$ cat src/rtl/dro_bank_scheduler_pkg.sv
// +--------------------------------------------------------------------+
// | dro_sched_pkg : shared types and width helpers for the DRO bank     |
// | scheduler.                                           Revision: 1.0 |
// +--------------------------------------------------------------------+
`default_nettype none

package dro_sched_pkg;

   typedef enum logic {
      OP_SET  = 1'b0,
      OP_READ = 1'b1
   } op_e;

   typedef enum logic [1:0] {
      ST_IDLE    = 2'd0,
      ST_RD_WAIT = 2'd1,
      ST_RESP    = 2'd2
   } state_e;

   function automatic int addr_width(input int ncell);
      return (ncell > 1) ? $clog2(ncell) : 1;
   endfunction

   function automatic int id_width(input int nreq);
      return (nreq > 1) ? $clog2(nreq) : 1;
   endfunction

endpackage

`default_nettype wire

$ cat src/rtl/dro_bank_scheduler_rr_arbiter.sv
// +--------------------------------------------------------------------+
// | rr_arbiter : one-hot round-robin grant starting at ptr.             |
// |                                                      Revision: 1.0 |
// +--------------------------------------------------------------------+
`default_nettype none

module rr_arbiter
   import dro_sched_pkg::*;
#(
   parameter  int NREQ = 2,
   localparam int IDW  = id_width(NREQ)
) (
   input  logic [NREQ-1:0] req,
   input  logic [IDW-1:0]  ptr,
   output logic [NREQ-1:0] grant
);

   logic found;

   // First pass covers ptr..NREQ-1, second pass wraps around to 0.
   always_comb begin
      grant = '0;
      found = 1'b0;
      for (int j = 0; j < NREQ; j++) begin
         if (!found && req[j] && (IDW'(j) >= ptr)) begin
            grant[j] = 1'b1;
            found    = 1'b1;
         end
      end
      for (int j = 0; j < NREQ; j++) begin
         if (!found && req[j]) begin
            grant[j] = 1'b1;
            found    = 1'b1;
         end
      end
   end

endmodule

`default_nettype wire

$ cat src/rtl/dro_bank_scheduler.sv
// +--------------------------------------------------------------------+
// | dro_bank_scheduler : round-robin set/readout scheduler for a bank   |
// | of DRO cells with shadow-state consistency checking. Revision: 1.0  |
// +--------------------------------------------------------------------+
`default_nettype none

module dro_bank_scheduler
   import dro_sched_pkg::*;
#(
   parameter  int NREQ    = 2,
   parameter  int NCELL   = 4,
   parameter  int GAP_CYC = 2,
   parameter  int RD_LAT  = 3,
   localparam int AW      = addr_width(NCELL),
   localparam int IDW     = id_width(NREQ)
) (
   input  logic                 clk,
   input  logic                 reset,
   input  logic [NREQ-1:0]      req_valid,
   input  logic [NREQ-1:0]      req_op,
   input  logic [NREQ*AW-1:0]   req_addr,
   output logic [NREQ-1:0]      req_ready,
   output logic [NCELL-1:0]     set_tgl,
   output logic [NCELL-1:0]     rd_tgl,
   input  logic [NCELL-1:0]     dout_tgl,
   output logic                 rsp_valid,
   output logic [IDW-1:0]       rsp_id,
   output logic                 rsp_data,
   output logic                 err
);

   localparam int CDW  = $clog2(GAP_CYC + 1);
   localparam int CNTW = $clog2(RD_LAT + 1);
   localparam logic [CDW-1:0]  GAP_VAL = CDW'(GAP_CYC);
   localparam logic [CNTW-1:0] LAT_VAL = CNTW'(RD_LAT);

   state_e            state_q, state_d;
   logic [NCELL-1:0]  set_tgl_q, set_tgl_d;
   logic [NCELL-1:0]  rd_tgl_q, rd_tgl_d;
   logic [NCELL-1:0]  shadow_q, shadow_d;
   logic [NCELL-1:0]  known_q, known_d;
   logic [CDW-1:0]    cool_q [NCELL];
   logic [CDW-1:0]    cool_d [NCELL];
   logic [IDW-1:0]    rr_ptr_q, rr_ptr_d;
   logic [AW-1:0]     rd_cell_q, rd_cell_d;
   logic [IDW-1:0]    rd_id_q, rd_id_d;
   logic              snap_q, snap_d;
   logic [CNTW-1:0]   cnt_q, cnt_d;
   logic              rsp_valid_q, rsp_valid_d;
   logic [IDW-1:0]    rsp_id_q, rsp_id_d;
   logic              rsp_data_q, rsp_data_d;
   logic              err_q, err_d;
   logic [NCELL-1:0]  dout_prev_q;

   logic [AW-1:0]     addr_w [NREQ];
   logic [NREQ-1:0]   elig;
   logic [NREQ-1:0]   grant;
   logic [AW-1:0]     g_addr;
   logic              rsp_bit;

   // Reads only start from IDLE; writes are held off the cell under readout.
   for (genvar i = 0; i < NREQ; i++) begin : g_elig
      assign addr_w[i] = req_addr[i*AW +: AW];
      assign elig[i]   = req_valid[i] && (cool_q[addr_w[i]] == '0) &&
                         ((state_q == ST_IDLE) ||
                          ((req_op[i] == OP_SET) && (addr_w[i] != rd_cell_q)));
   end

   rr_arbiter #(.NREQ(NREQ)) u_arb (
      .req   (elig),
      .ptr   (rr_ptr_q),
      .grant (grant)
   );

   assign req_ready = reset ? '0 : grant;

   always_comb begin
      state_d     = state_q;
      set_tgl_d   = set_tgl_q;
      rd_tgl_d    = rd_tgl_q;
      shadow_d    = shadow_q;
      known_d     = known_q;
      rr_ptr_d    = rr_ptr_q;
      rd_cell_d   = rd_cell_q;
      rd_id_d     = rd_id_q;
      snap_d      = snap_q;
      cnt_d       = cnt_q;
      rsp_valid_d = 1'b0;
      rsp_id_d    = rsp_id_q;
      rsp_data_d  = rsp_data_q;
      err_d       = err_q;
      g_addr      = '0;
      rsp_bit     = dout_tgl[rd_cell_q] ^ snap_q;

      for (int c = 0; c < NCELL; c++) begin
         cool_d[c] = (cool_q[c] != '0) ? cool_q[c] - 1'b1 : cool_q[c];
      end

      for (int i = 0; i < NREQ; i++) begin
         if (grant[i]) begin
            g_addr         = addr_w[i];
            rr_ptr_d       = IDW'((i + 1) % NREQ);
            cool_d[g_addr] = GAP_VAL;
            if (req_op[i] == OP_SET) begin
               set_tgl_d[g_addr] = ~set_tgl_q[g_addr];
               shadow_d[g_addr]  = 1'b1;
               known_d[g_addr]   = 1'b1;
            end else begin
               rd_tgl_d[g_addr] = ~rd_tgl_q[g_addr];
               rd_cell_d        = g_addr;
               rd_id_d          = IDW'(i);
               snap_d           = dout_tgl[g_addr];
               cnt_d            = LAT_VAL;
               state_d          = ST_RD_WAIT;
            end
         end
      end

      case (state_q)
         ST_RD_WAIT: begin
            cnt_d = cnt_q - 1'b1;
            if (cnt_q == CNTW'(1)) begin
               state_d = ST_RESP;
            end
         end
         ST_RESP: begin
            rsp_valid_d = 1'b1;
            rsp_id_d    = rd_id_q;
            rsp_data_d  = rsp_bit;
            if (known_q[rd_cell_q] && (rsp_bit != shadow_q[rd_cell_q])) begin
               err_d = 1'b1;
            end
            shadow_d[rd_cell_q] = 1'b0;
            known_d[rd_cell_q]  = 1'b1;
            state_d             = ST_IDLE;
         end
         default: ;
      endcase

      // Output edges are only legal on the cell currently under readout.
      for (int c = 0; c < NCELL; c++) begin
         if ((dout_tgl[c] != dout_prev_q[c]) &&
             ((state_q == ST_IDLE) || (AW'(c) != rd_cell_q))) begin
            err_d = 1'b1;
         end
      end
   end

   always_ff @(posedge clk or posedge reset) begin
      if (reset) begin
         state_q     <= ST_IDLE;
         set_tgl_q   <= '0;
         rd_tgl_q    <= '0;
         shadow_q    <= '0;
         known_q     <= '0;
         rr_ptr_q    <= '0;
         rd_cell_q   <= '0;
         rd_id_q     <= '0;
         snap_q      <= 1'b0;
         cnt_q       <= '0;
         rsp_valid_q <= 1'b0;
         rsp_id_q    <= '0;
         rsp_data_q  <= 1'b0;
         err_q       <= 1'b0;
         for (int c = 0; c < NCELL; c++) begin
            cool_q[c] <= '0;
         end
      end else begin
         state_q     <= state_d;
         set_tgl_q   <= set_tgl_d;
         rd_tgl_q    <= rd_tgl_d;
         shadow_q    <= shadow_d;
         known_q     <= known_d;
         rr_ptr_q    <= rr_ptr_d;
         rd_cell_q   <= rd_cell_d;
         rd_id_q     <= rd_id_d;
         snap_q      <= snap_d;
         cnt_q       <= cnt_d;
         rsp_valid_q <= rsp_valid_d;
         rsp_id_q    <= rsp_id_d;
         rsp_data_q  <= rsp_data_d;
         err_q       <= err_d;
         for (int c = 0; c < NCELL; c++) begin
            cool_q[c] <= cool_d[c];
         end
      end
   end

   // Tracks the line level through reset so a held-high output is not an edge.
   always_ff @(posedge clk) begin
      dout_prev_q <= dout_tgl;
   end

   assign set_tgl   = set_tgl_q;
   assign rd_tgl    = rd_tgl_q;
   assign rsp_valid = rsp_valid_q;
   assign rsp_id    = rsp_id_q;
   assign rsp_data  = rsp_data_q;
   assign err       = err_q;

endmodule

`default_nettype wire
$ cat config.mk
export PLATFORM = sky130hd
export DESIGN_NAME = dro_bank_scheduler
export DESIGN_NICKNAME = d
export VERILOG_FILES = /design/src/rtl/dro_bank_scheduler_pkg.sv /design/src/rtl/dro_bank_scheduler_rr_arbiter.sv /design/src/rtl/dro_bank_scheduler.sv
export SDC_FILE = /design/constraint.sdc
export NUM_CORES = 1
export LEC_CHECK = 0
export ABC_AREA = 1
export CORE_ASPECT_RATIO = 0.5
export CORE_UTILIZATION = 61
export DETAILED_ROUTE_END_ITERATION = 10
export GPL_TIMING_DRIVEN = 0
export HOLD_SLACK_MARGIN = 0.03
export MAX_ROUTING_LAYER = met4
export PLACE_DENSITY_LB_ADDON = 0.08
export SLEW_MARGIN = 20
export SYNTH_ARGS = -nofsm -noshare
export SYNTH_HDL_FRONTEND = slang
export SYNTH_SLANG_ARGS = --single-unit
$ cat constraint.sdc
create_clock -name clk -period 3.9 [get_ports clk]
set_clock_uncertainty 0.2 [all_clocks]
set_input_delay 0.78 -clock clk [delete_from_list [all_inputs] [get_ports clk]]
set_output_delay 0.78 -clock clk [all_outputs]
set_load 0.02 [all_outputs]
==> results of run 1 <==
[Yosys cell counts]
master     n  area share, %
a211oi_1   1           0.29
a21boi_1   1           0.29
a21oi_1    2           0.39
a221oi_1   1           0.34
a22oi_1    5            1.5
and2_1     1           0.24
buf_2      1           0.19
buf_6      1           0.44
clkbuf_1   1           0.15
dfrtp_1   37             36
dfxtp_1    4            3.1
ha_1       4            1.9
inv_1     55            8.0
inv_2      6           0.87
inv_4      1           0.24
inv_6      1           0.34
nand2_1   95             14
nand2_2    1           0.24
nand2_4    4            1.7
nand3_1   35            6.8
nand3_2    3            1.2
nand3_4    2            1.4
nand4_1   19            4.6
nor2_1    39            5.7
nor2_2     3           0.73
nor2_4     2           0.87
nor2_8     1           0.78
nor3_1     1           0.19
nor3_2     1           0.39
nor4_1     1           0.24
o211ai_1   1           0.29
o21a_1     1           0.29
o21ai_0    7            1.4
o21ai_1    2           0.39
o221ai_1   4            1.4
o22ai_1    8            1.9
or2_2      4           0.97
xor2_1     2           0.68
[final cells by class]
cell class,count,area (µm²)
multi-input cells,251,1320
flip-flops and latches,41,1010
fillers,299,973
repair buffers,27,260
inverters,63,244
clock buffers,5,68.8
well taps,54,67.6
clock inverters,3,25.0
plain buffers,3,20.0
[critical path: cells and delay by family]
family,cells,cell delay [ps]
AO/OA/AOI/OAI,1,110
buffers and inverters,3,1090
AND/OR/NAND/NOR,5,810
[layer usage]
layer  global-route usage, %  vias up  wire (µm)
met5                       -        -          0
met4                    12.0        0         97
met3                    8.57       13        615
met2                    57.8      128       3360
met1                    45.5     1226       3070
li1                        -     1237          -
[through the flow]
step | cell area [µm²] | TNS [ps] | utilization [%]
CTS | 3010 | 0 | 75.6
detailed placement | 2920 | -315 | 73.3
floorplan | 2580 | 0 | -
finish | 3010 | 0 | 75.6
global route | 3010 | 0 | 75.6
global placement | 2920 | -282 | 73.3
[flip-flops by register name, summed over array words and instances, names as in the netlist]
| name | count |
|---|---|
| cool_q | 8 |
| dout_prev_q | 4 |
| known_q | 4 |
| rd_tgl | 4 |
| set_tgl | 4 |
| shadow_q | 4 |
| cnt_q | 2 |
| rd_cell_q | 2 |
| state_q | 2 |
| err | 1 |
| rd_id_q | 1 |
| rr_ptr_q | 1 |
| rsp_data | 1 |
| rsp_id | 1 |
| rsp_valid | 1 |
| snap_q | 1 |
[kinds of logic after synthesis]
group	share of synthesized area, %
AOI/OAI and AO/OA	8.39
xor gates and xnor gates	0.679
adders and majority gates	1.94
buffers and inverters	10.2
DFF	39.0
and+or+nand+nor	39.8
[power breakdown]
part	switching (W)	internal (W)
combinational	0.000682	0.000388
clock	0.000171	0.000129
sequential	0.000113	0.000567
[worst paths after layout]
path                              from            to  slack (ps)  depth (start not counted)
max                        req_addr[3]  req_ready[1]         130                          9
min                          cool_q[4]     cool_q[4]         260                          1
max reg2reg                 state_q[0]   shadow_q[0]        1710                         10
min reg2reg                  cool_q[4]     cool_q[4]         260                          1
max in group asynchronous        reset        rsp_id        2170                          2
min in group asynchronous        reset     cool_q[4]         800                          2
==> summary.txt, run 1 <==
Run status
  • Status: complete, no violations

GRT
  • Largest net degree at the start of global routing: 38
  • Grt total ovfl: 0
  • Initial antenna violation count: 0
  • First-pass GRT wire length: 11.1 mm
  • Vias in the first global route: about 2300
  • GRT Util Overall: between 30% and 40%

Final layout
  • N_diodes: 0
  • Commonest non-fill, non-tap cell in the layout: nand2_1
  • Layout Cells excl Fill: between 400 and 500
  • Share of layout cells above drive strength 1: a little over a tenth
  • Most frequent cells in the layout: 94 x nand2_1, 54 x inv_1, 39 x nor2_1
  • Area Growth Syn to Fin: 16.6%
  • # nets final: about 400

Clock network
  • Postcts setup bufs: 0
  • H-tree levels: 2
  • CTS sink count: 41
  • CTS tree: yes
  • CTS buffer count: 5
  • Clk_lat worst skew: roughly 310 ps
  • Reg clk slew, reported paths: approximately 90 ps
  • Clock Root Buffer: clkbuf_8
  • PostCTS Resize Cnt: 5
  • Max Buffers Root-to-Sink: 2
  • Post-CTS Hold Buffers: 0

Logic synthesis
  • Flops & latches, synth: between 40 and 50
  • Post-Syn Instances: between 300 and 400
  • Syn Nets: around 380
  • Netlist cell types: 38
  • Register area share after synthesis: around two fifths
  • Syn Std Cell Area: 2580 µm²
  • Syn. warnings: 0
  • Post-Syn Area per Cell: about 7 µm²

Critical path
  • Crit Path Class: in2out
  • Critical path arrival: 2790 ps
  • CP most frequent cell: nor2_1
  • Critical Path RT: ~2900 ps
  • Worst-path fanout max: 9
  • Endpoint type of the worst setup path: output pin
  • CP startpoint kind: input port
  • Worst path slowest cell: clkdlybuf4s50_1
  • CP max stage delay: around 600 ps
  • Crit-path cells: dlygate4sd2_1 > nand2_1 > o21ai_1 > nor2_1 > and2_1 > buf_6 > nand2_4 > nor2_1 > clkdlybuf4s50_1

Floorplan
  • Die Y: about 48 µm
  • Area of the core: about 4000 µm²
  • Io pins: 28
  • Die Area: 4510 µm²
  • Die X: between 90 and 100 µm
  • Initial Utilization: 64.8%
  • Number of core rows: 16

Timing
  • Worst-Margin Slew: slightly above 800 ps
  • Slew margin rel.: 45.8%
  • Final setup margin: between 100 and 150 ps
  • Tmin final: between 3000 and 4000 ps
  • Max Slew Vio Count: 0
  • # setup viols final: 0
  • Period utilization: approximately 97%
  • Final Hold Fails: 0
  • RSZ-0062 raised after global routing: no
  • Max Freq: 265 MHz
  • Worst hold margin: 255 ps

Power and ir drop
  • Power Density: roughly 680 nW/µm²
  • Peak supply drop: around 420 µV
  • Leakage dissipation: between 1.5 and 2 nW
  • Final Total Pwr: roughly 0.0021 W

Route
  • Initial DRC count: 231
  • Wirelength, routed: 7.14 mm
  • DRC violations left: 0
  • Remaining antenna violation count after routing: 0
  • DRT Pass-1 Iters: 6
  • DR WL/cell: between 15 and 20 µm
  • Routed vias/inst: between 5 and 6
  • Vias: between 2000 and 3000

Job
  • Max cap viols: 0

Worst hold path
  • Tightest Hold Check Type: reg2reg

Place
  • Dpl cells: approximately 440
  • Port Buffers: 27
  • Dpl ws: -186 ps
  • Routability congestion estimate: around 0.93
  • Hpwl dp: between 5 and 6 mm
Power figures use the tool's default switching activity.
==> run 2: changes to the inputs <==
RECOVER_POWER = 25   (was unset)
==> summary.txt, run 2 (synthesis gave the netlist of run 1 again) <==
Clock network
  • PostCTS Resize Cnt: 5
  • CTS tree: yes
  • Max Buffers Root-to-Sink: 2
  • Clk_lat worst skew: a little over 300 ps
  • Post-CTS Hold Buffers: 0
  • Reg clk slew, reported paths: approximately 90 ps
  • Clock Root Buffer: clkbuf_8
  • CTS buffer count: 5
  • CTS sink count: 41
  • Postcts setup bufs: 0
  • H-tree levels: 2

Route
  • Wirelength, routed: 7.12 mm
  • Initial DRC count: around 230
  • Routed vias/inst: ~5.9
  • DRC violations left: 0
  • DRT Pass-1 Iters: 6
  • Remaining antenna violation count after routing: 0
  • DR WL/cell: 15.9 µm
  • Vias: about 2600

Timing
  • # setup viols final: 0
  • Worst-Margin Slew: ~1400 ps
  • Final setup margin: about 130 ps
  • TNS Setup: 0 ps
  • Max Slew Vio Count: 0
  • Slew margin rel.: between 5 and 6%
  • RSZ-0062 raised after global routing: no
  • Period utilization: around 97%
  • Final Hold Fails: 0
  • Max Freq: 265 MHz
  • Tmin final: between 3000 and 4000 ps
  • Worst hold margin: ~260 ps

Critical path
  • CP max stage delay: ~600 ps
  • Endpoint type of the worst setup path: output pin
  • Reg2Reg Setup Slack: 1720 ps
  • Crit Path Class: in2out
  • R2r startpoint: state_q[0]
  • CP startpoint kind: input port
  • Critical path arrival: between 2000 and 3000 ps
  • CP most frequent cell: nor2_1
  • Critical Path RT: around 3000 ps
  • Reg2reg end: shadow_q[0]
  • Crit-path cells: dlygate4sd2_1 > nand2_1 > o21ai_1 > nor2_1 > and2_1 > buf_6 > nand2_4 > nor2_1 > clkdlybuf4s50_1
  • Worst R2R Path Depth: 10
  • Worst-path fanout max: 9
  • Worst path slowest cell: clkdlybuf4s50_1

Final layout
  • Reg with most FFs: cool_q
  • Most frequent cells in the layout: 94 x nand2_1, 55 x inv_1, 39 x nor2_1
  • # nets final: 410
  • Commonest non-fill, non-tap cell in the layout: nand2_1
  • Number of flip-flops in the largest register: 8
  • Post-route cell area: approximately 3000 µm²
  • N_diodes: 0
  • Area Growth Syn to Fin: 16.6%
  • Share of layout cells above drive strength 1: approximately a tenth

Power and ir drop
  • Final Total Pwr: 0.00205 W
  • Flop pwr share: ~33%
  • Leakage dissipation: roughly 1.5 nW
  • Power Density: about 680 nW/µm²
  • Peak supply drop: about 420 µV
  • Int Power: 0.00108 W
  • Comb power frac: 52.2%
  • Clock share of power: 14.6%
  • Net Sw Frac: a little under half
  • Switching Power: between 0.0009 and 0.001 W

GRT
  • Largest net degree at the start of global routing: 38
  • Grt total ovfl: 0
  • Vias in the first global route: approximately 2300
  • Initial antenna violation count: 0
  • First-pass GRT wire length: ~11 mm
  • GRT Util Overall: a little over a third

Floorplan
  • Initial Utilization: 64.8%
  • Number of core rows: 16
  • Die Y: around 48 µm
  • Die Area: approximately 4500 µm²
  • Die X: 94.0 µm
  • Io pins: 28
  • Area of the core: around 4000 µm²

Place
  • Hpwl dp: between 5 and 6 mm
  • Port Buffers: 27
  • Dpl ws: -186 ps
  • Routability congestion estimate: 0.925
  • Placed Area: between 2000 and 3000 µm²

Run status
  • Status: complete, no violations

Worst hold path
  • HP Start: cool_q[4]
  • Tightest Hold Check Type: reg2reg
  • WHS Endpoint: cool_q[4]
  • Hold depth: 1

Job
  • Max cap viols: 0
[run 2: changes by cell type in the layout (fill, tap and decap cells not counted)]
cell             before  now
inv_1                54   55
inv_2                 7    6
clkdlybuf4s50_1      22   17
dlygate4sd3_1         0    5
[run 2: layout make-up]
type | count | area, µm²
inverter | 63 | 244
sequential | 41 | 1010
timing repair buffer | 27 | 260
tap | 54 | 67.6
clock inverter | 3 | 25.0
fill | 299 | 973
multi-input combinational | 251 | 1320
clock buffer | 5 | 68.8
buffer | 3 | 20.0
[run 2: metal layers]
metal / up-vias / share of wire (%) / GRT usage [%]
met4: 0 / 1.7 / 12.0
li1: 1237 / - / -
met2: 140 / 46 / 57.8
met1: 1235 / 44 / 45.5
met5: - / 0 / -
met3: 19 / 8.3 / 8.57
[run 2: worst max-delay path by stage]
stage | startpoint | to | cells after the start
global route | req_addr[3] | req_ready[0] | 10
finish | req_addr[3] | req_ready[1] | 9
global placement | req_addr[1] | req_ready[0] | 9
detailed placement | req_addr[1] | req_ready[0] | 9
CTS | req_op[0] | req_ready[0] | 7
floorplan | req_addr[1] | req_ready[0] | 7
[run 2: stage by stage]
| step | std cells | util, % |
|---|---|---|
| final | 447 | 75.6 |
| after global routing | 447 | 75.6 |
| after CTS | 447 | 75.6 |
| after detailed placement | 439 | 73.3 |
| after global placement | 439 | 73.3 |
| after floorplan | 358 | - |
[run 2: power groups by stage]
stage	sequential, W	clock [W]	combinational, W
2_1_floorplan	0.000724	0	0.000656
3_3_place_gp	0.000674	0	0.00100
3_5_place_dp	0.000683	0	0.00104
4_1_cts	0.000677	0.000297	0.00105
5_1_grt	0.000698	0.000321	0.00118
6_report	0.000680	0.000300	0.00107
[run 2: worst max-delay path: cells and delay by family]
family,cells,cell delay [ps]
buffers and inverters,3,1090
AND/OR/NAND/NOR,5,810
AO/OA/AOI/OAI,1,110
==> run 3: changes to the inputs <==
ABC_AREA = 0   (was 1)
CORE_UTILIZATION = 58   (was 61)
==> summary.txt, run 3 <==
Logic synthesis
  • Post-Syn Instances: 178
  • Netlist cell types: 47
  • Yosys top cell area share: between 40% and 50%
  • Flops & latches, synth: 41
  • Syn Nets: slightly below 200
  • Post-synth ARST share: between 90% and 100%
  • Most frequent cell after synthesis: dfrtp_1
  • Post-synth EDFFs: 0
  • Top cell type by total area after synthesis: dfrtp_1
  • Syn Std Cell Area: between 2000 and 2500 µm²
  • Syn. warnings: 0
  • Synth cell count leaders: 37 x dfrtp_1, 18 x nor2_1, 13 x nand2_1, 11 x xor2_1, 8 x a21oi_1
  • Post-synth top flop: dfrtp_1
  • Post-Syn Area per Cell: around 12 µm²
  • Register area share after synthesis: slightly below 50%
  • Synth top area cells: dfrtp_1 44%, xor2_1 4.6%, dfxtp_1 3.8%

Place
  • Hpwl dp: ~3.2 mm
  • Placed Area: roughly 2400 µm²
  • Dpl cells: roughly 250
  • Port Buffers: 27
  • Dpl ws: -128 ps
  • Routability congestion estimate: roughly 0.9

GRT
  • Largest net degree at the start of global routing: 38
  • GRT Util Overall: between 20 and 30%
  • Vias in the first global route: 1507
  • First-pass GRT wire length: 7.66 mm
  • Grt total ovfl: 0
  • Initial antenna violation count: 0

Timing
  • Worst-Margin Slew: around 1400 ps
  • Max Slew Vio Count: 0
  • Tmin final: roughly 3500 ps
  • # setup viols final: 0
  • Period utilization: 89.9%
  • Final Hold Fails: 0
  • Final setup margin: a little under 400 ps
  • Slew margin rel.: under 10%
  • RSZ-0062 raised after global routing: no
  • Max Freq: between 200 and 300 MHz

Critical path
  • R2r startpoint: state_q[0]
  • Critical path arrival: 2530 ps
  • Endpoint type of the worst setup path: output pin
  • Worst-path fanout max: 7
  • CP max stage delay: a little over 600 ps
  • Worst R2R Path Depth: 8
  • Reg2Reg Setup Slack: around 1500 ps
  • Worst path slowest cell: clkdlybuf4s50_1
  • Reg2reg end: shadow_q[2]
  • Crit-path cells: dlymetal6s2s_1 > or2_4 > o221a_2 > o211ai_2 > o211ai_4 > nor2_1 > clkdlybuf4s50_1
  • Crit Path Class: in2out
  • Critical Path RT: between 2000 and 3000 ps
  • CP startpoint kind: input port

Route
  • Remaining antenna violation count after routing: 0
  • DR WL/cell: between 15 and 20 µm
  • Detail Route met3 WL: roughly 210 µm
  • Wirelength, routed: about 4.7 mm
  • Met2 WL post-DR: between 2 and 2.5 mm
  • Met1 wire length: 2.14 mm
  • Initial DRC count: 65
  • Vias: between 1500 and 2000
  • Top sig layer: met4
  • DRT Pass-1 Iters: 4
  • Routed vias/inst: 5.88
  • DRC violations left: 0

Power and ir drop
  • Final Total Pwr: between 0.0015 and 0.002 W
  • Power Density: about 740 nW/µm²
  • Peak supply drop: 438 µV
  • Leakage dissipation: 1.09 nW

Worst hold path
  • WHS Endpoint: cool_q[0]
  • HP Start: cool_q[0]
  • Hold depth: 1
  • Tightest Hold Check Type: reg2reg

Final layout
  • Fillcell total: about 200
  • Post-route cell area: 2570 µm²
  • Reg with most FFs: cool_q
  • Commonest non-fill, non-tap cell in the layout: dfrtp_1
  • N_diodes: 0
  • Final core occ: between 80% and 90%
  • Number of flip-flops in the largest register: 8
  • Share of layout cells above drive strength 1: between 10% and 20%
  • Layout Cells excl Fill: around 260
  • Most frequent cells in the layout: 37 x dfrtp_1, 18 x nor2_1, 17 x clkdlybuf4s50_1
  • # nets final: 232
  • Area Growth Syn to Fin: 23.6%

Clock network
  • CTS buffer count: 5
  • Post-CTS Hold Buffers: 0
  • Clk_lat worst skew: roughly 290 ps
  • H-tree levels: 2
  • CTS sink count: 41
  • Max Buffers Root-to-Sink: 2
  • CTS tree: yes
  • Clock Root Buffer: clkbuf_8
  • Reg clk slew, reported paths: around 80 ps

Floorplan
  • Io pins: 28
  • Initial Utilization: ~65%
  • Area of the core: roughly 3200 µm²
  • Die Y: between 40 and 50 µm
  • Die X: roughly 87 µm
  • Die Area: ~3800 µm²
  • Number of core rows: 14

Job
  • Max cap viols: 0

Run status
  • Status: complete, no violations
run 3: timing repair:
| item | CTS | global route |
|---|---|---|
| gates cloned | 0 | 0 |
| pin swaps | 2 | 0 |
| buffers inserted | 2 | 0 |
| gates resized for setup | 2 | 4 |
| endpoints found under the setup margin | 2 | 2 |
run 3: metrics by stage:
| step | hold WS [ps] | setup TNS, ps |
|---|---|---|
| finish | 257 | 0 |
| global route | 275 | 0 |
| CTS | 260 | 0 |
| detailed placement | 249 | -234 |
| global placement | 239 | -149 |
| floorplan | 225 | 0 |
run 3: kinds of logic (layout without fill, tap and decap cells):
kind of cell	after synthesis	count (layout)	synth area share, %
compound gates	43	43	19.4
xor+xnor	18	18	7.58
fa+ha+maj	4	4	2.41
buf+inv	11	48	2.40
flops	41	41	48.3
mux	9	9	7.76
simple gates	52	52	12.1
run 3: critical path, delay by kind of cell:
| kind | cells | cell delay [ps] |
|---|---|---|
| buf+inv | 2 | 810 |
| compound gates | 3 | 520 |
| simple gates | 2 | 410 |
run 3: how the worst max path moves through the flow:
stage / start / slack [ps] / cells after the start / to
CTS: req_addr[0] / 30 / 7 / req_ready[1]
detailed placement: req_addr[1] / -130 / 8 / req_ready[0]
global placement: req_addr[1] / -90 / 8 / req_ready[0]
global route: req_addr[3] / 340 / 9 / req_ready[0]
floorplan: req_addr[2] / 1030 / 6 / req_ready[0]
finish: req_addr[0] / 390 / 7 / req_ready[1]
run 3: area by class of cell:
class / instances / area [µm²] / share of cell area [%]
Timing Repair Buffer: 29 / 294 / 11.4
Clock buffer: 5 / 68.8 / 2.68
Buffer: 5 / 27.5 / 1.07
Tap cell: 48 / 60.1 / 2.34
Inverter: 6 / 22.5 / 0.876
Clock inverter: 3 / 65.1 / 2.53
Sequential cell: 41 / 1010 / 39.1
Multi-Input combinational cell: 126 / 1030 / 40.0
run 3: layer usage:
metal / up-vias / track usage, %
met5: - / -
met4: 0 / 9.00
met3: 11 / 6.16
met2: 34 / 48.3
met1: 772 / 37.1
li1: 730 / -
run 3: where the power goes:
group	switching (W)	internal (W)	total [W]
clock	0.000155	0.000254	0.000409
sequential	0.000114	0.000572	0.000686
combinational	0.000440	0.000373	0.000813
total	0.000709	0.00120	0.00191
==> RTL edit 1 (settings of run 2) <==
Register the output `err` once more; this adds one clock of latency there. The other outputs are not delayed to match.
--- a/src/rtl/dro_bank_scheduler.sv
+++ b/src/rtl/dro_bank_scheduler.sv
@@ -196,7 +196,9 @@
    assign rsp_valid = rsp_valid_q;
    assign rsp_id    = rsp_id_q;
    assign rsp_data  = rsp_data_q;
-   assign err       = err_q;
+   always_ff @(posedge clk) begin
+      err <= err_q;
+   end
 
 endmodule
 
Check against the original RTL: not equivalent (Yosys sat finds a counterexample within 4 cycles, from zero or initial values and one cycle with reset high).
==> RTL edit 1 against run 2 <==
- design area is 2.7% higher
- core utilization grew 2.1 points
- first-iteration DRC count down 3.0%
- power grew 2.7%
- die area up 0.75%
- area after synthesis rose by 0.78%
- synthesized cell count rose by 0.28%
- setup slack gained 0.032 ns
- sequential share of layout area decreased by 0.24 points
- global-route usage down 0.76 points
- sequential cell count up 1
- wire length increased by 2.4%
- critical path depth up 1
- critical endpoint unchanged
==> RTL edit 1: results (changes against run 2) <==
* Largest net degree at the start of global routing at 22 (-42%)
* IR drop worst, VDD at 433 µV (+3.0%)
* Routed wl met2 at 3290 µm (-0.33%)
* Status: completed
* Clock power frac at 16.5% (+1.9 points)
* GPL Wtd Cong at 0.991 (+7.1%)
* Wire length on met3 at 686 µm (+16%)
* Total GRT Usage at 35.1% (-0.76 points)
* Hpwl dp at 5420 µm (+2.5%)
* Num CTS Buffers at 5 (unchanged)
* Initial DRT Pass Iterations at 5 (-1)
* Worst reg2reg endpoint: shadow_q[2]
* Htree depth at 2 (unchanged)
* Syn Nets at 377 (+0.27%)
* R2R cell count at 11 (+1)
* Internal Pwr Total at 1160 µW (+7.2%)
* Via count at 2620 (-0.42%)
* Critical path arrival at 2.76 ns (-0.03 ns)
* First-pass GRT wire length at 11000 µm (-0.81%)
* Most flops, register: cool_q
* CTS root buf: clkbuf_8
* Share of cells above drive strength 1 at 10.6% (-0.054 points)
* Number of diodes at 0 (unchanged)
* Setup bufs post-CTS at 0 (unchanged)
* Top Family by Delay on Critical Path: simple AND/OR/NAND/NOR gates
* Fill cells at 314 (+5.0%)
* Hold EP: err
* GR Util met3 at 8.41% (-0.16 points)
* Leak Pwr at 0.00159 µW (+2.9%)
* Yosys cell types at 38 (unchanged)
* Top cells by count, synth: nand2_1, inv_1, nor2_1, dfrtp_1, nand3_1
* Dpl ws at -0.200 ns (-0.0141 ns)
* Met1 Usage GRT at 43.7% (-1.8 points)
* Clock group at 347 µW (+16%)
* Largest register FFs at 8 (unchanged)
* Initial antenna violation count at 0 (unchanged)
* Worst hold stages at 0 (-1)
* WL met1 at 3160 µm (+2.2%)
* Buffers on Ports at 27 (unchanged)
* Comb pwr share at 51.1% (-1.1 points)
* Post-synthesis async set-or-reset flop share at 88.1% (-2.1 points)
* Vias in the first global route at 2321 (+0.61%)
* Worst slew pin tran at 0.765 ns (-0.658 ns)
* Crit path max fanout at 9 (unchanged)
* Final wirelength at 7290 µm (+2.4%)
* Post-layout nets at 412 (+0.49%)
* Top FF cell, synth: dfrtp_1
* Initial DRC count at 226 (-3.0%)
* Reg-to-Reg Start: state_q[0]
* Crit path largest cell delay at 0.52 ns (-0.08 ns)
* R2r setup slk at 1.60 ns (-0.12 ns)
* DR top layer: met4
* Register area share after synthesis at 39.4% (+0.47 points)
* Worst skew pair latency at 0.29 ns (-0.02 ns)
* Post-CTS sizing at 7 (+2)
* Worst min-delay path startpoint: err_q
* Ys Warns at 0 (unchanged)
* Synth area leaders: dfrtp_1, nand2_1, inv_1, nand3_1, nor2_1
* Type of the most critical hold path: flop to flop
* Grt met2 use at 58.7% (+0.89 points)
## RTL edit 1: logic make-up (layout without fill, tap and decap cells)
family	Yosys count	count (layout)	share of synthesized area [%]
AND/OR/NAND/NOR	212	212	39.5
XOR/XNOR	2	2	0.674
flip-flops	42	42	39.4
buffers and inverters	66	102	10.1
AO/OA/AOI/OAI	33	33	8.32
adder cells (fa/ha/maj)	4	4	1.92
## RTL edit 1: worst max path at each step
| stage | startpoint | endpoint | slack [ns] | depth (start not counted) |
|---|---|---|---|---|
| finish | req_addr[1] | req_ready[1] | 0.16 | 10 |
| global route | req_addr[1] | req_ready[1] | 0.03 | 10 |
| CTS | req_op[0] | req_ready[0] | 0.02 | 7 |
| detailed placement | req_addr[1] | req_ready[0] | -0.20 | 9 |
| global placement | req_addr[1] | req_ready[1] | -0.19 | 10 |
| floorplan | req_addr[1] | req_ready[0] | 1.08 | 7 |
## RTL edit 1: area by class of cell
| cell class | instances | area (µm²) | share of cell area, % |
|---|---|---|---|
| Buffer | 3 | 20.0 | 0.647 |
| Clock buffer | 6 | 72.6 | 2.35 |
| Clock inverter | 2 | 37.5 | 1.21 |
| Inverter | 63 | 244 | 7.89 |
| Multi-Input combinational cell | 251 | 1330 | 43.0 |
| Sequential cell | 42 | 1030 | 33.2 |
| Tap cell | 54 | 67.6 | 2.18 |
| Timing Repair Buffer | 28 | 295 | 9.55 |
## RTL edit 1: metrics by stage
step	instance area (µm²)	hold slack, ns	setup TNS (ns)	cells
2_1_floorplan	2600	0.147	0	359
3_3_place_gp	2940	0.156	-0.377	440
3_5_place_dp	2970	0.182	-0.385	441
4_1_cts	3090	0.201	0	449
5_1_grt	3090	0.210	0	449
6_report	3090	0.208	0	449
==> RTL edit 2 (flow settings as in run 2) <==
Made on the original files. The parameter `RD_LAT` goes from 3 to 6.
--- a/src/rtl/dro_bank_scheduler.sv
+++ b/src/rtl/dro_bank_scheduler.sv
@@ -10,7 +10,7 @@
    parameter  int NREQ    = 2,
    parameter  int NCELL   = 4,
    parameter  int GAP_CYC = 2,
-   parameter  int RD_LAT  = 3,
+   parameter  int RD_LAT  = 6,
    localparam int AW      = addr_width(NCELL),
    localparam int IDW     = id_width(NREQ)
 ) (
Check against the original RTL: not equivalent (a bounded check fails within 10 cycles, from zero or initial values and one cycle with reset high).
==> RTL edit 2 against run 2 <==
- power rose by 6.4%
- wire length is 6.6% higher
- sequential cell count grew 1
- setup slack gained 0.23 ns
- first-iteration DRC count grew 49%
- area after synthesis is 2.8% higher
- design area rose by 4.3%
- largest power group unchanged
==> RTL edit 2: results (changes against run 2) <==
* Crit path max fanout at 8 (-1)
* ClkCell Share at 3.75% (+0.63 points)
* Clk slew on worst S/H paths at 0.09 ns (about the same)
* Worst hold stages at 1 (unchanged)
* DR vias/cell at 5.88 (about the same)
* Syn Area/Cell at 7.13 µm² (-1.1%)
* Crit path largest cell delay at 0.40 ns (-0.20 ns)
* First-pass GRT wire length at 12300 µm (+11%)
* Register area share after synthesis at 38.9% (-0.10 points)
* Reg-to-Reg Start: state_q[1]
* Placed cell count at 454 (+3.4%)
* Seq Cell Count at 42 (+2.4%)
* Area of the multi-input gates at 1340 µm² (+1.8%)
* Ys Warns at 0 (unchanged)
* Most flops, register: cool_q
* Initial DRT Pass Iterations at 5 (-1)
* Largest net degree at the start of global routing at 27 (-29%)
* GPL Wtd Cong at 0.940 (+1.6%)
* Hpwl dp at 5390 µm (+2.1%)
* Top Family by Delay on Critical Path: simple AND/OR/NAND/NOR gates
* Fill cells at 282 (-5.7%)
* Number of diodes at 0 (unchanged)
* Synth area leaders: dfrtp_1, nand2_1, inv_1, nand3_1, nor2_1
* Reg area at 1030 µm² (+2.5%)
* Number of non-clock inverters in the layout at 69 (+9.5%)
* Initial DRC count at 347 (+49%)
* Post-synthesis async set-or-reset flop share at 90.5% (+0.23 points)
* Area after DPL at 3010 µm² (+3.1%)
* Multi-In Gates at 256 (+2.0%)
* Post-CTS sizing at 9 (+4)
* R2R cell count at 11 (+1)
* Worst reg2reg endpoint: set_tgl[1]
* Critical path's slowest cell: dlygate4sd2_1
* Share of cells above drive strength 1 at 10.8% (+0.097 points)
* IR drop worst, VDD at 419 µV (-0.26%)
* Vias in the first global route at 2615 (+13%)
* Critical Path Start: req_addr[1]
* Critical path arrival at 2.56 ns (-0.23 ns)
* Total GRT Usage at 36.3% (+0.43 points)
* DR WL/cell at 16.4 µm (+3.2%)
* Final wirelength at 7590 µm (+6.6%)
* Slew margin rel. at 4.46% (-0.59 points)
* Top cells by count, synth: nand2_1, inv_1, nor2_1, dfrtp_1, nand3_1
* Post-layout nets at 426 (+3.9%)
* Leak Pwr at 0.00160 µW (+3.7%)
* Syn Nets at 391 (+4.0%)
* Endpoints failing hold at 0 (unchanged)
* R2r setup slk at 1.70 ns (-0.02 ns)
* Non-clock buffering overhead at 10.1% (+0.81 points)
* Fraction of area in registers at 32.8% (-0.57 points)
* Nonclk buf count at 33 (+10%)
* Largest register FFs at 8 (unchanged)
* Crit path to: req_ready[0]
* Status: completed
[RTL edit 2: stage by stage]
stage	hold WS [ns]	util (%)	TNS, ns	worst slack [ns]
2_1_floorplan	0.203	-	0	1.12
3_3_place_gp	0.213	74.3	-0.220	-0.127
3_5_place_dp	0.230	74.8	-0.247	-0.138
4_1_cts	0.244	78.0	0	0.0263
5_1_grt	0.255	78.0	0	0.235
6_report	0.237	78.0	0	0.358
[RTL edit 2: report_power, final]
part / internal (µW) / switching, µW / total [µW]
clock: 195 / 174 / 370
sequential: 579 / 108 / 687
combinational: 401 / 723 / 1120
[RTL edit 2: per-layer routing]
layer,wire length (µm),GRT usage (%),part of all wire (%)
met1,3080,47.7,41
met2,3400,53.7,45
met3,981,11.6,13
met4,130,10.1,1.7
met5,0,-,0
[RTL edit 2: cell families after synthesis]
family	after synthesis	share of synthesized area [%]
AOI/OAI and AO/OA	39	9.39
adders and majority gates	5	2.36
buffers and inverters	74	11.6
and+or+nand+nor	210	37.2
DFF	42	38.9
xor gates and xnor gates	2	0.660
